### src/rtl/pulse_period_meter.sv
// pulse_period_meter
//   Synchronizes an asynchronous pulse train, detects rising edges and
//   measures the interval between consecutive edges in clock cycles.
//   A timeout level flags loss of signal; a toggle output flips on every
//   accepted edge (suitable for driving an LED).
//
// Ports
//   clock        in   single clock, rising edge
//   reset        in   asynchronous active-high reset
//   pulse_in     in   asynchronous pulse train
//   period       out  last measured interval between rising edges (cycles)
//   period_valid out  one-cycle strobe when period has just been updated
//   timeout      out  high while no rising edge for TIMEOUT cycles
//   toggle       out  inverts on every accepted rising edge
//   edge_count   out  count of accepted rising edges, wraps 255 -> 0
module pulse_period_meter #(
  parameter int WIDTH   = 26,
  parameter int TIMEOUT = 50_000_000
) (
  input  logic             clock,
  input  logic             reset,
  input  logic             pulse_in,
  output logic [WIDTH-1:0] period,
  output logic             period_valid,
  output logic             timeout,
  output logic             toggle,
  output logic [7:0]       edge_count
);

  typedef enum logic [1:0] {
    IDLE    = 2'd0,
    MEASURE = 2'd1,
    LOST    = 2'd2
  } state_t;

  // Counter value on the last cycle before loss of signal is declared.
  localparam logic [WIDTH-1:0] CNT_LAST = WIDTH'(TIMEOUT - 1);

  logic             s1;
  logic             s2;
  logic             s3;
  logic             rise;
  state_t           state;
  logic [WIDTH-1:0] cnt;

  // Two-flop synchronizer plus a history flop for edge detection.
  always_ff @(posedge clock or posedge reset) begin
    if (reset) begin
      s1 <= 1'b0;
      s2 <= 1'b0;
      s3 <= 1'b0;
    end else begin
      s1 <= pulse_in;
      s2 <= s1;
      s3 <= s2;
    end
  end

  assign rise = s2 & ~s3;

  always_ff @(posedge clock or posedge reset) begin
    if (reset) begin
      state        <= IDLE;
      cnt          <= '0;
      period       <= '0;
      period_valid <= 1'b0;
      timeout      <= 1'b0;
      toggle       <= 1'b0;
      edge_count   <= 8'd0;
    end else begin
      period_valid <= 1'b0;
      case (state)
        IDLE: begin
          cnt <= '0;
          if (rise) begin
            state      <= MEASURE;
            toggle     <= ~toggle;
            edge_count <= edge_count + 8'd1;
          end
        end
        MEASURE: begin
          // A rise on the final count wins over the timeout.
          if (rise) begin
            period       <= cnt + WIDTH'(1);
            period_valid <= 1'b1;
            cnt          <= '0;
            toggle       <= ~toggle;
            edge_count   <= edge_count + 8'd1;
          end else if (cnt == CNT_LAST) begin
            state   <= LOST;
            timeout <= 1'b1;
            cnt     <= '0;
          end else begin
            cnt <= cnt + WIDTH'(1);
          end
        end
        LOST: begin
          cnt     <= '0;
          timeout <= 1'b1;
          // The first edge after loss only restarts measurement.
          if (rise) begin
            state      <= MEASURE;
            timeout    <= 1'b0;
            toggle     <= ~toggle;
            edge_count <= edge_count + 8'd1;
          end
        end
        default: begin
          state <= IDLE;
          cnt   <= '0;
        end
      endcase
    end
  end

endmodule

### config.mk
export PLATFORM = sky130hd
export DESIGN_NAME = pulse_period_meter
export DESIGN_NICKNAME = d
export VERILOG_FILES = /design/src/rtl/pulse_period_meter.sv
export SDC_FILE = /design/constraint.sdc
export NUM_CORES = 1
export LEC_CHECK = 0
export BUFFER_PORTS_ARGS = -buffer_cell sky130_fd_sc_hd__buf_2
export CAP_MARGIN = 10
export CORE_UTILIZATION = 61
export DETAILED_ROUTE_END_ITERATION = 12
export PLACE_DENSITY = 0.84
export SETUP_SLACK_MARGIN = 0.15
export SYNTH_ARGS = -nofsm -noshare
export SYNTH_HDL_FRONTEND = slang
export SYNTH_SLANG_ARGS = --single-unit
### constraint.sdc
create_clock -name clock -period 3.5 [get_ports clock]
set_input_delay 0.175 -clock clock [delete_from_list [all_inputs] [get_ports clock]]
set_output_delay 0.175 -clock clock [all_outputs]
set_load 0.02 [all_outputs]
# Yosys cells after proc, flatten, opt, wreduce, memory -nomap -nowiden
# Cells that the tools add are included.
[totals]
ff_bits = 68
output_inout_bits = 37
wordCells = 42
latch_bits = 0
inputBits = 3
ramBits = 0
romBits = 0
memories = 0
[op_classes]
mux = 13
add_sub_neg = 2
magnitude_cmp = 0
multipliers = 0
shift = 0
n_eq_ne = 6
n_reduce_logical = 8
bitwise_logic = 3
div_mod_pow = 0
[ops]
columns = ["operator", "count"]
rows = [
  ["$mux W26", 3],
  ["$add A26 B1 Y26 const B", 1],
  ["$eq A26 B26 Y1 const B", 1],
  ["$add A8 B1 Y8 const B", 1],
  ["$mux W2", 3],
  ["$reduce_and A3 Y1", 2],
  ["$mux W1", 5],
  ["$ne A2 B2 Y1 const B", 2],
  ["$pmux W2 S2", 1],
  ["$reduce_and A2 Y1", 2],
  ["$reduce_or A3 Y1", 1],
  ["$eq A2 B1 Y1 const B", 1],
  ["$eq A2 B2 Y1 const B", 1],
  ["$logic_not A2 Y1", 1],
  ["$ne A2 B1 Y1 const B", 1],
  ["$not A1 Y1", 2],
  ["$pmux W1 S2", 1],
  ["$reduce_bool A2 Y1", 1],
  ["$reduce_or A2 Y1", 1],
  ["$and A1 B1 Y1", 1],
]

# Logic depth before layout (Yosys ltp)
# Gate-level depths: netlist of run 1.
[logic_depth]
word_depth = 4
depth_mapped = 7
depth_no_buf = 5

# Least setup slack after synthesis of run 1
# No wires, ideal clock.
[synth_timing]
path_type = "reg2reg"
from = "register cnt[0]"
to = "register cnt[24]"
setup_ns = 0.095
period_less_slack_ns = 1.844
required_time_ns = 3.405
arrival_ns = 1.750
path_stages_with_launch = 7
setup_slack_ns = 1.656
path_buffers = 1
cell_sequence = "dfrtp_1 > ha_1 > and3_1 > buf_2 > nand3_1 > or4_1 > a211oi_1"
[synth_via]
elab_chain_cells = 4
word_cells_on_any_way = 5
classes_between = "add/sub: 1; eq/ne: 1; mux: 3"
[synth_rtl]
columns = ["item", "line_no", "source"]
rows = [
  ["from (decl)", "44", "logic [WIDTH-1:0] cnt;"],
  ["from (signal assigned)", "94", "cnt <= cnt + WIDTH'(1);"],
  ["$add A26 B1 Y26 / $eq A26 B26 Y1 (equally long branches)", "94, 89", ""],
  ["$mux W26 (*)", "89", "end else if (cnt == CNT_LAST) begin"],
  ["$mux W26 (*)", "83", "if (rise) begin"],
  ["$mux W26 (*)", "72", "case (state)"],
]
# Every way passes the cells marked *; elsewhere a longest branch is shown, timed or not.
# A chain may end at the register's enable or synchronous reset.

# Worst setup path after layout of run 1
# Same ends and word-level chain as after synthesis.

==> metrics.yaml, run 1 <==
regArea_sq_um: 1700
avgSynthCellArea_sq_um: 10.5
fin_crit_sh_pct: 68.7
hold_class: "input port to async pin"
netlist_instances: 287
cts_setup_buffers: 0
crit_arrival_ns: 2.63
grt_pass1_vias: 2097
skew_ns: 0.00627
place_congestion: 0.842
areaGrowthSynthToFinish_pct: 15.8
max_freq_mhz: 416
port_buffers: 39
critPathMaxStageDelay_ns: 0.64
fin_nets: 331
critPathBufInv: 0
cp-start-kind: "flop"
netlist_area_sq_um: 3030
via_count: 2291
hold_buffers: 1
start_util_pct: 63.7
cts_resized: 0
relSlewSlack_pct: 22.6
grt_usage_pct: 24.6
synth_cell_types: 41
antenna_found_initial: 0
die_x_um: 72.4
crit_path_end_kind: "flop"
synth-main-ff-cell: "dfrtp_1"
synth_top_area_share_pct: 56.2
synth.area.top_cells: "dfrtp_1, nand2_1, xnor2_1"
maxSlewViolCount: 0
synth.most_common_cell: "dfrtp_1"
synth_edf_count: 0
crit_required_ns: 3.72
max-vdd-ir-drop_v: 0.000339
drt_pass1_iterations: 4
yosys-top-cells-count: "dfrtp_1, nand2_1, o21ai_0"
core_area_sq_um: 4750
rsz0062_at_grt: "false"
tritoncts: "built"
syn_nets: 292
io_pins: 40
grt_max_degree: 53
multi_input_area_sq_um: 1240
row_count: 25
powerDensity_nw_per_um2: 565
period_needed_ns: 2.41
cts.sink_count: 68
crit_type: "flop to flop"
ys_ff_latch: 68
slowest_stage: "or4_1"
numCtsBuffers: 9
drc: 0
dp_slack_ns: 1.20
setup_viol: 0
clkTransAtPathRegs_ns: 0.08
die_height_um: 72.4
critPathTopFamily: "simple AND/OR/NAND/NOR gates"
diodes: 0
cp_cell_sequence: "ha_1 > and3_1 > nand3_1 > or4_1 > a211oi_1"
worstMarginPinSlew_ns: 1.16
p_leak_nw: 1.58
overflow: 0
worst_slack_ns: 1.09
status: "finished clean"
ys_seq_area_share_pct: 56.2
ant_nets: 0
grt_pass1_wl_um: 9790
clk_latency_ns: 0.34
clock_path_buffers: 2
drtIter0Drc: 256
async_flop_share_pct: 100
cts_root_buf: "clkbuf_8"
hold_viol: 0
vias_per_cell: 5.76
fin_setup_tns_ns: 0
layout-drive-gt1-share_pct: 19.9
fillers: 365
yosysWarnings: 0
worstPathMaxFanout: 14
die_area_sq_um: 5250
cap_violations: 0
cts_max_level: 3
ff2ff_setup_slack_ns: 1.09
hpwlAfterDp_um: 3760
wl_per_cell_um: 14.7
routed_wl_um: 5860
yosysTopAreaCell: "dfrtp_1"
[final timing paths]
check	start	cells past startpoint	to
worst max-delay path	cnt[0]	5	cnt[24]
worst min-delay path	reset	2	period[17]
worst max register to register	cnt[0]	5	cnt[24]
worst min register to register	s1	0	s2
max in group asynchronous	reset	3	period[9]
min in group clock	s1	0	s2
[final cells by class]
| type | count | share of cell area, % |
|---|---|---|
| clock buffer | 9 | 3.53 |
| clock inverter | 7 | 2.89 |
| inverter | 5 | 0.536 |
| multi-input combinational | 198 | 35.4 |
| sequential | 68 | 48.6 |
| tap | 67 | 2.39 |
| timing repair buffer | 44 | 6.71 |
[per-layer routing]
layer	GRT usage, %	wire (um)	vias to the layer above
met3	4.17	269	10
li1	-	-	1131
met2	38.2	2650	63
met4	10.0	97	0
met1	34.5	2850	1087
met5	0	0	-
[registers in the layout, indices dropped and copies added, names as in the netlist]
name / cells
cnt: 26
s2: 1
toggle: 1
state: 2
timeout: 1
s1: 1
edge_count: 8
s3: 1
period_valid: 1
period: 26
[power breakdown]
group          internal, mW  switching [mW]
clock network         0.404           0.303
logic                 0.122           0.202
registers             0.872          0.0785
[worst register-to-register path: stages, from the launching register on]
cell and delay (ns):
dfrtp_1 0.44, ha_1 0.27, and3_1 0.30, nand3_1 0.37, or4_1 0.64, a211oi_1 0.26
[layout by cell type (no fill, tap or decap), drive strengths merged, types with 11 or more instances in the layout]
master,count
nand4,13
nand2,28
nor2,11
buf,43
nand3,17
xnor2,12
dfrtp,68
nor3,15
o21ai,20
[metrics by stage]
| stage | instances | util, % | instance area, sq um | power (mW) | hold WS [ns] |
|---|---|---|---|---|---|
| floorplan | 287 | - | 3030 | 1.17 | 0.206 |
| global placement | 381 | 68.8 | 3270 | 1.27 | 0.283 |
| detailed placement | 381 | 68.8 | 3270 | 1.28 | 0.288 |
| CTS | 398 | 73.7 | 3500 | 1.99 | 0.116 |
| global route | 398 | 73.7 | 3500 | 2.07 | 0.180 |
| finish | 398 | 73.7 | 3500 | 1.98 | 0.0847 |
[logic make-up after synthesis]
kind of cell | after synthesis | share of synthesized area (%)
buffers and inverters | 21 | 2.81
flip-flops | 68 | 56.2
AND/OR/NAND/NOR | 122 | 22.5
multiplexers | 1 | 0.372
AO/OA/AOI/OAI | 51 | 10.9
adder cells (fa/ha/maj) | 2 | 0.827
XOR/XNOR | 22 | 6.37
Power figures use the tool's default switching activity.
==> run 2, diff against run 1 <==
- CORE_UTILIZATION: 61 -> 57
- PLACE_DENSITY: 0.84 -> 0.79
- clock period: 3.5 -> 2.4 ns (I/O delays scaled with it)
==> run 2 against run 1 <==
Global-route usage decreased by 0.49 points. Critical path depth unchanged. Cell area increased by 1.9%. Clock-buffer cell count increased by 2. First-iteration DRC count decreased by 44%. Cell count increased by 2.5%. Die area increased by 6.8%. Highest routed layer unchanged.
==> metrics.yaml, run 2 (synthesized netlist as in run 1, its figures left out) <==
place_congestion: 0.822  # was 0.842
p_int_mw: 2.14  # was 1.40 mW
worstPathMaxFanout: 6  # was 14
finalInstanceArea_sq_um: 3570  # was 3500 sq um
die_x_um: 74.9  # was 72.4 um
drtIter0Drc: 144  # was 256
start_util_pct: 59.3  # was 63.7%
clock_power_share_pct: 37.1  # was 35.7%
status: "finished clean"  # unchanged
rsz0062_at_grt: "false"  # unchanged
p_leak_nw: 1.63  # was 1.58 nW
numCtsBuffers: 9  # unchanged
die_area_sq_um: 5610  # was 5250 sq um
p_sw_mw: 0.808  # was 0.584 mW
worst_slack_ns: 0.331  # was 1.09 ns
grt_max_degree: 37  # was 53
fin_setup_tns_ns: 0  # unchanged
period_needed_ns: 2.07  # was 2.41 ns
pwr-share-comb_pct: 16.1  # was 16.3%
fin_nets: 338  # was 331
max-vdd-ir-drop_v: 0.000558  # was 0.000339 V
setup_viol: 0  # unchanged
crit_required_ns: 2.64  # was 3.72 ns
seqPwrFrac_pct: 46.8  # was 48.0%
vias_per_cell: 5.73  # was 5.76
maxSlewViolCount: 0  # unchanged
hold_class: "flop to flop"  # was input port to async pin
powerDensity_nw_per_um2: 826  # was 565 nW/um^2
hold_viol: 0  # unchanged
final_common_cell: "dfrtp_1"  # unchanged
diodes: 0  # unchanged
cts.sink_count: 68  # unchanged
ant_nets: 0  # unchanged
final_cell_mix: "dfrtp_1, buf_2, nand2_1"  # unchanged
switching_share_pct: 27.4  # was 29.5%
grt_usage_pct: 24.1  # was 24.6%
dp_slack_ns: 0.346  # was 1.20 ns
port_buffers: 39  # unchanged
cts_max_level: 3  # unchanged
crit_path_end_kind: "flop"  # unchanged
fin_crit_sh_pct: 86.2  # was 68.7%
drt_pass1_iterations: 4  # unchanged
tritoncts: "built"  # unchanged
die_height_um: 74.9  # was 72.4 um
row_count: 26  # was 25
cap_violations: 0  # unchanged
routed_wl_um: 5910  # was 5860 um
worstMarginPinSlew_ns: 0.498  # was 1.16 ns
relSlewSlack_pct: 66.6  # was 22.6%
skew_ns: 0.00926  # was 0.00627 ns
core_area_sq_um: 5110  # was 4750 sq um
fillers: 420  # was 365
clkTransAtPathRegs_ns: 0.07  # was 0.08 ns
antenna_found_initial: 0  # unchanged
layout-drive-gt1-share_pct: 21.0  # was 19.9%
hpwlAfterDp_um: 4030  # was 3760 um
crit_type: "flop to flop"  # unchanged
io_pins: 40  # unchanged
post-route-util_pct: 69.9  # was 73.7%
crit_arrival_ns: 2.31  # was 2.63 ns
drc: 0  # unchanged
postPlaceCellArea_sq_um: 3320  # was 3270 sq um
cp-start-kind: "flop"  # unchanged
reg_top3: "cnt (26), period (26), edge_count (8)"  # unchanged
max_freq_mhz: 483  # was 416 MHz
grt_pass1_vias: 2101  # was 2097
clock_path_buffers: 2  # unchanged
wl_per_cell_um: 14.5  # was 14.7 um
grt_pass1_wl_um: 9860  # was 9790 um
via_count: 2339  # was 2291
cts_root_buf: "clkbuf_8"  # unchanged
clk_latency_ns: 0.34  # about the same
overflow: 0  # unchanged
areaGrowthSynthToFinish_pct: 18.0  # was 15.8%
[run 2: repair_timing]
item / CTS / global route
hold buffers: 2 / 0
resized for setup: 0 / 1
buffers inserted: 0 / 0
hold endpoints to repair: 69 / 0
setup endpoints to repair: 0 / 2
[run 2: layout make-up]
| class | count | area, sq um | area share (%) |
|---|---|---|---|
| tap | 70 | 87.6 | 2.45 |
| inverter | 5 | 18.8 | 0.526 |
| timing repair buffer | 51 | 290 | 8.13 |
| sequential | 68 | 1700 | 47.7 |
| multi-input combinational | 198 | 1240 | 34.8 |
| clock buffer | 11 | 131 | 3.68 |
| clock inverter | 5 | 100 | 2.80 |
[run 2: power groups by stage]
stage | sequential (mW) | combinational (mW) | clock [mW]
floorplan | 1.51 | 0.202 | 0
global route | 1.40 | 0.535 | 1.16
CTS | 1.38 | 0.483 | 1.12
finish | 1.38 | 0.476 | 1.09
global placement | 1.39 | 0.473 | 0
detailed placement | 1.40 | 0.477 | 0
[run 2: per-stage QoR]
stage                     hold WS, ns  total power [mW]  cells
after floorplan                 0.151              1.71    287
final                           0.351              2.95    408
after global placement          0.230              1.87    390
after global routing            0.357              3.09    408
after CTS                       0.353              2.98    408
after detailed placement        0.230              1.88    390
[run 2: per-layer routing]
layer	GRT usage (%)	part of all wire [%]	vias up
met5	0	0	-
met4	13.0	2.3	0
met3	4.28	3.0	13
met2	35.8	46	57
met1	33.9	48	1127
li1	-	-	1142
[run 2: worst max-delay path, stage by stage (launching register included)]
cell	delay [ns]
dfrtp_1	0.42
ha_1	0.26
and3_2	0.28
nand3_1	0.16
or4b_1	0.57
a211oi_1	0.28
[run 2: final timing paths]
check / start / endpoint / slack [ns] / cells after the start
hold reg to reg: s1 / s2 / 0.35 / 0
max in group asynchronous: reset / period[23] / 1.65 / 4
setup / recovery: cnt[0] / cnt[20] / 0.33 / 5
hold / removal: s1 / s2 / 0.35 / 0
min in group asynchronous: reset / toggle / 0.41 / 4
setup reg to reg: cnt[0] / cnt[20] / 0.33 / 5
==> run 3, diff against run 2 <==
- CELL_PAD_IN_SITES_DETAIL_PLACEMENT: default -> 0
- CELL_PAD_IN_SITES_GLOBAL_PLACEMENT: default -> 1
- CORE_UTILIZATION: 57 -> 45
- PLACE_DENSITY: 0.79 -> default
- PLACE_DENSITY_LB_ADDON: default -> 0.1
==> run 3 against run 2 <==
The run now ends with design-rule violations left. Utilization decreased by 14 points. Clock-buffer cell count decreased by 1. Critical path depth unchanged. Fmax decreased by 1.9%. Critical path type unchanged. Critical endpoint is now cnt[22].
==> metrics.yaml, run 3 (synthesized netlist as in run 1, its figures left out) <==
crit_path_end_kind: "flop"  # unchanged
grt_usage_pct: 19.4  # was 24.1%
hold_depth: 0  # unchanged
io_pins: 40  # unchanged
setup_viol: 0  # unchanged
worstPathMaxFanout: 6  # unchanged
p_int_mw: 2.07  # was 2.14 mW
diodes: 0  # unchanged
grt_pass1_wl_um: 10600  # was 9860 um
hold_class: "flop to flop"  # unchanged
maxSlewViolCount: 0  # unchanged
reg_top3: "cnt (26), period (26), edge_count (8)"  # unchanged
final_cell_mix: "dfrtp_1, buf_2, nand2_1"  # unchanged
row_count: 29  # was 26
ff2ff_setup_slack_ns: 0.29  # was 0.33 ns
drtIter0Drc: 71  # was 144
r2r-start: "cnt[0]"  # unchanged
failed_checks: "design-rule violations"
cts_root_buf: "clkbuf_8"  # unchanged
min-delay-start: "s1"  # unchanged
dp.cells: 395  # was 390
pwr-share-comb_pct: 16.5  # was 16.1%
wl_per_cell_um: 14.8  # was 14.5 um
powerDensity_nw_per_um2: 817  # was 826 nW/um^2
crit_required_ns: 2.65  # was 2.64 ns
drt_pass1_iterations: 8  # was 4
multi_input_area_sq_um: 1240  # about the same
crit_arrival_ns: 2.36  # was 2.31 ns
fin_nets: 336  # was 338
fillers: 570  # was 420
cts_max_level: 3  # unchanged
switching_share_pct: 29.1  # was 27.4%
cp-start-kind: "flop"  # unchanged
regArea_sq_um: 1700  # unchanged
final_cells: 413  # was 408
relSlewSlack_pct: 50.4  # was 66.6%
r2r_cells: 5  # unchanged
fin_crit_sh_pct: 87.9  # was 86.2%
skew_ns: 0.0103  # was 0.00926 ns
hpwlAfterDp_um: 4160  # was 4030 um
fin_setup_tns_ns: 0  # unchanged
rsz0062_at_grt: "false"  # unchanged
antenna_found_initial: 0  # unchanged
vias_per_cell: 5.49  # was 5.73
hold_viol: 0  # unchanged
seqPwrFrac_pct: 47.3  # was 46.8%
cap_violations: 0  # unchanged
overflow: 0  # unchanged
drc: 6  # was 0
p_sw_mw: 0.848  # was 0.808 mW
via_count: 2267  # was 2339
numCtsBuffers: 9  # unchanged
cts_resized: 0  # unchanged
place_congestion: 0.760  # was 0.822
clkTransAtPathRegs_ns: 0.07  # about the same
port_buffers: 39  # unchanged
p_leak_nw: 1.62  # was 1.63 nW
min_to: "s2"  # unchanged
r2r-end: "cnt[22]"  # was cnt[20]
clk_latency_ns: 0.34  # about the same
areaGrowthSynthToFinish_pct: 17.9  # was 18.0%
period_needed_ns: 2.11  # was 2.07 ns
core_area_sq_um: 6420  # was 5110 sq um
clock_power_share_pct: 36.1  # was 37.1%
clock_path_buffers: 2  # unchanged
die_x_um: 84.0  # was 74.9 um
ant_nets: 0  # unchanged
start_util_pct: 47.1  # was 59.3%
status: "complete, but fails checks"  # was finished clean
max-vdd-ir-drop_v: 0.000550  # was 0.000558 V
cts.sink_count: 68  # unchanged
grt_pass1_vias: 2114  # was 2101
tritoncts: "built"  # unchanged
max_freq_mhz: 474  # was 483 MHz
grt_max_degree: 36  # was 37
die_height_um: 84.0  # was 74.9 um
routed_wl_um: 6130  # was 5910 um
worstMarginPinSlew_ns: 0.743  # was 0.498 ns
crit_type: "flop to flop"  # unchanged
layout-drive-gt1-share_pct: 20.8  # was 21.0%
final_common_cell: "dfrtp_1"  # unchanged
die_area_sq_um: 7060  # was 5610 sq um
==> run 3: per-layer routing <==
layer | global-route usage (%) | wire [um] | share of wire, %
met5 | 0 | 0 | 0
met4 | 7.99 | 91 | 1.5
met3 | 5.84 | 228 | 3.7
met2 | 28.5 | 2700 | 44
met1 | 26.9 | 3110 | 51
==> run 3: stage by stage <==
step | power (mW) | hold slack, ns | setup WS, ns | util, % | instance area, sq um
after floorplan | 1.71 | 0.151 | 0.556 | - | 3030
after global routing | 3.07 | 0.363 | 0.151 | 55.6 | 3570
after global placement | 1.88 | 0.229 | 0.379 | 51.8 | 3320
after CTS | 2.95 | 0.364 | 0.300 | 55.6 | 3570
final | 2.91 | 0.357 | 0.290 | 55.6 | 3570
after detailed placement | 1.89 | 0.232 | 0.297 | 51.8 | 3320
==> run 3: worst max path at each step <==
stage / start / to / slack (ns) / cells past startpoint
after floorplan: cnt[0] / cnt[24] / 0.56 / 6
after global placement: cnt[0] / cnt[22] / 0.38 / 5
after detailed placement: cnt[0] / cnt[24] / 0.30 / 5
after CTS: cnt[0] / cnt[24] / 0.30 / 5
after global routing: cnt[0] / cnt[24] / 0.15 / 5
final: cnt[0] / cnt[22] / 0.29 / 5
==> run 3: final cells by class <==
cell class              instances  area share [%]
clock inverters                 6            2.45
multi-input cells             198            34.7
clock buffers                  10            3.86
well taps                      77            2.70
inverters                       5           0.526
flip-flops and latches         68            47.7
repair buffers                 49            8.06
==> run 3: timing repair <==
action,CTS,global route
hold buffers,2,0
buffers inserted,0,0
endpoints found under the hold margin,34,0
setup endpoints to repair,0,0
==> run 3: worst max-delay path, stage by stage, from the launching register on <==
cell and delay (ns):
dfrtp_1 0.42, ha_1 0.26, and3_1 0.29, nand3_1 0.23
or4_1 0.58, a211oi_1 0.24
==> run 3: power groups by stage <==
stage | logic [mW] | registers [mW] | clock network, mW
3_5_place_dp | 0.485 | 1.41 | 0
2_1_floorplan | 0.202 | 1.51 | 0
6_report | 0.482 | 1.38 | 1.05
4_1_cts | 0.490 | 1.38 | 1.08
5_1_grt | 0.538 | 1.40 | 1.13
3_3_place_gp | 0.479 | 1.40 | 0
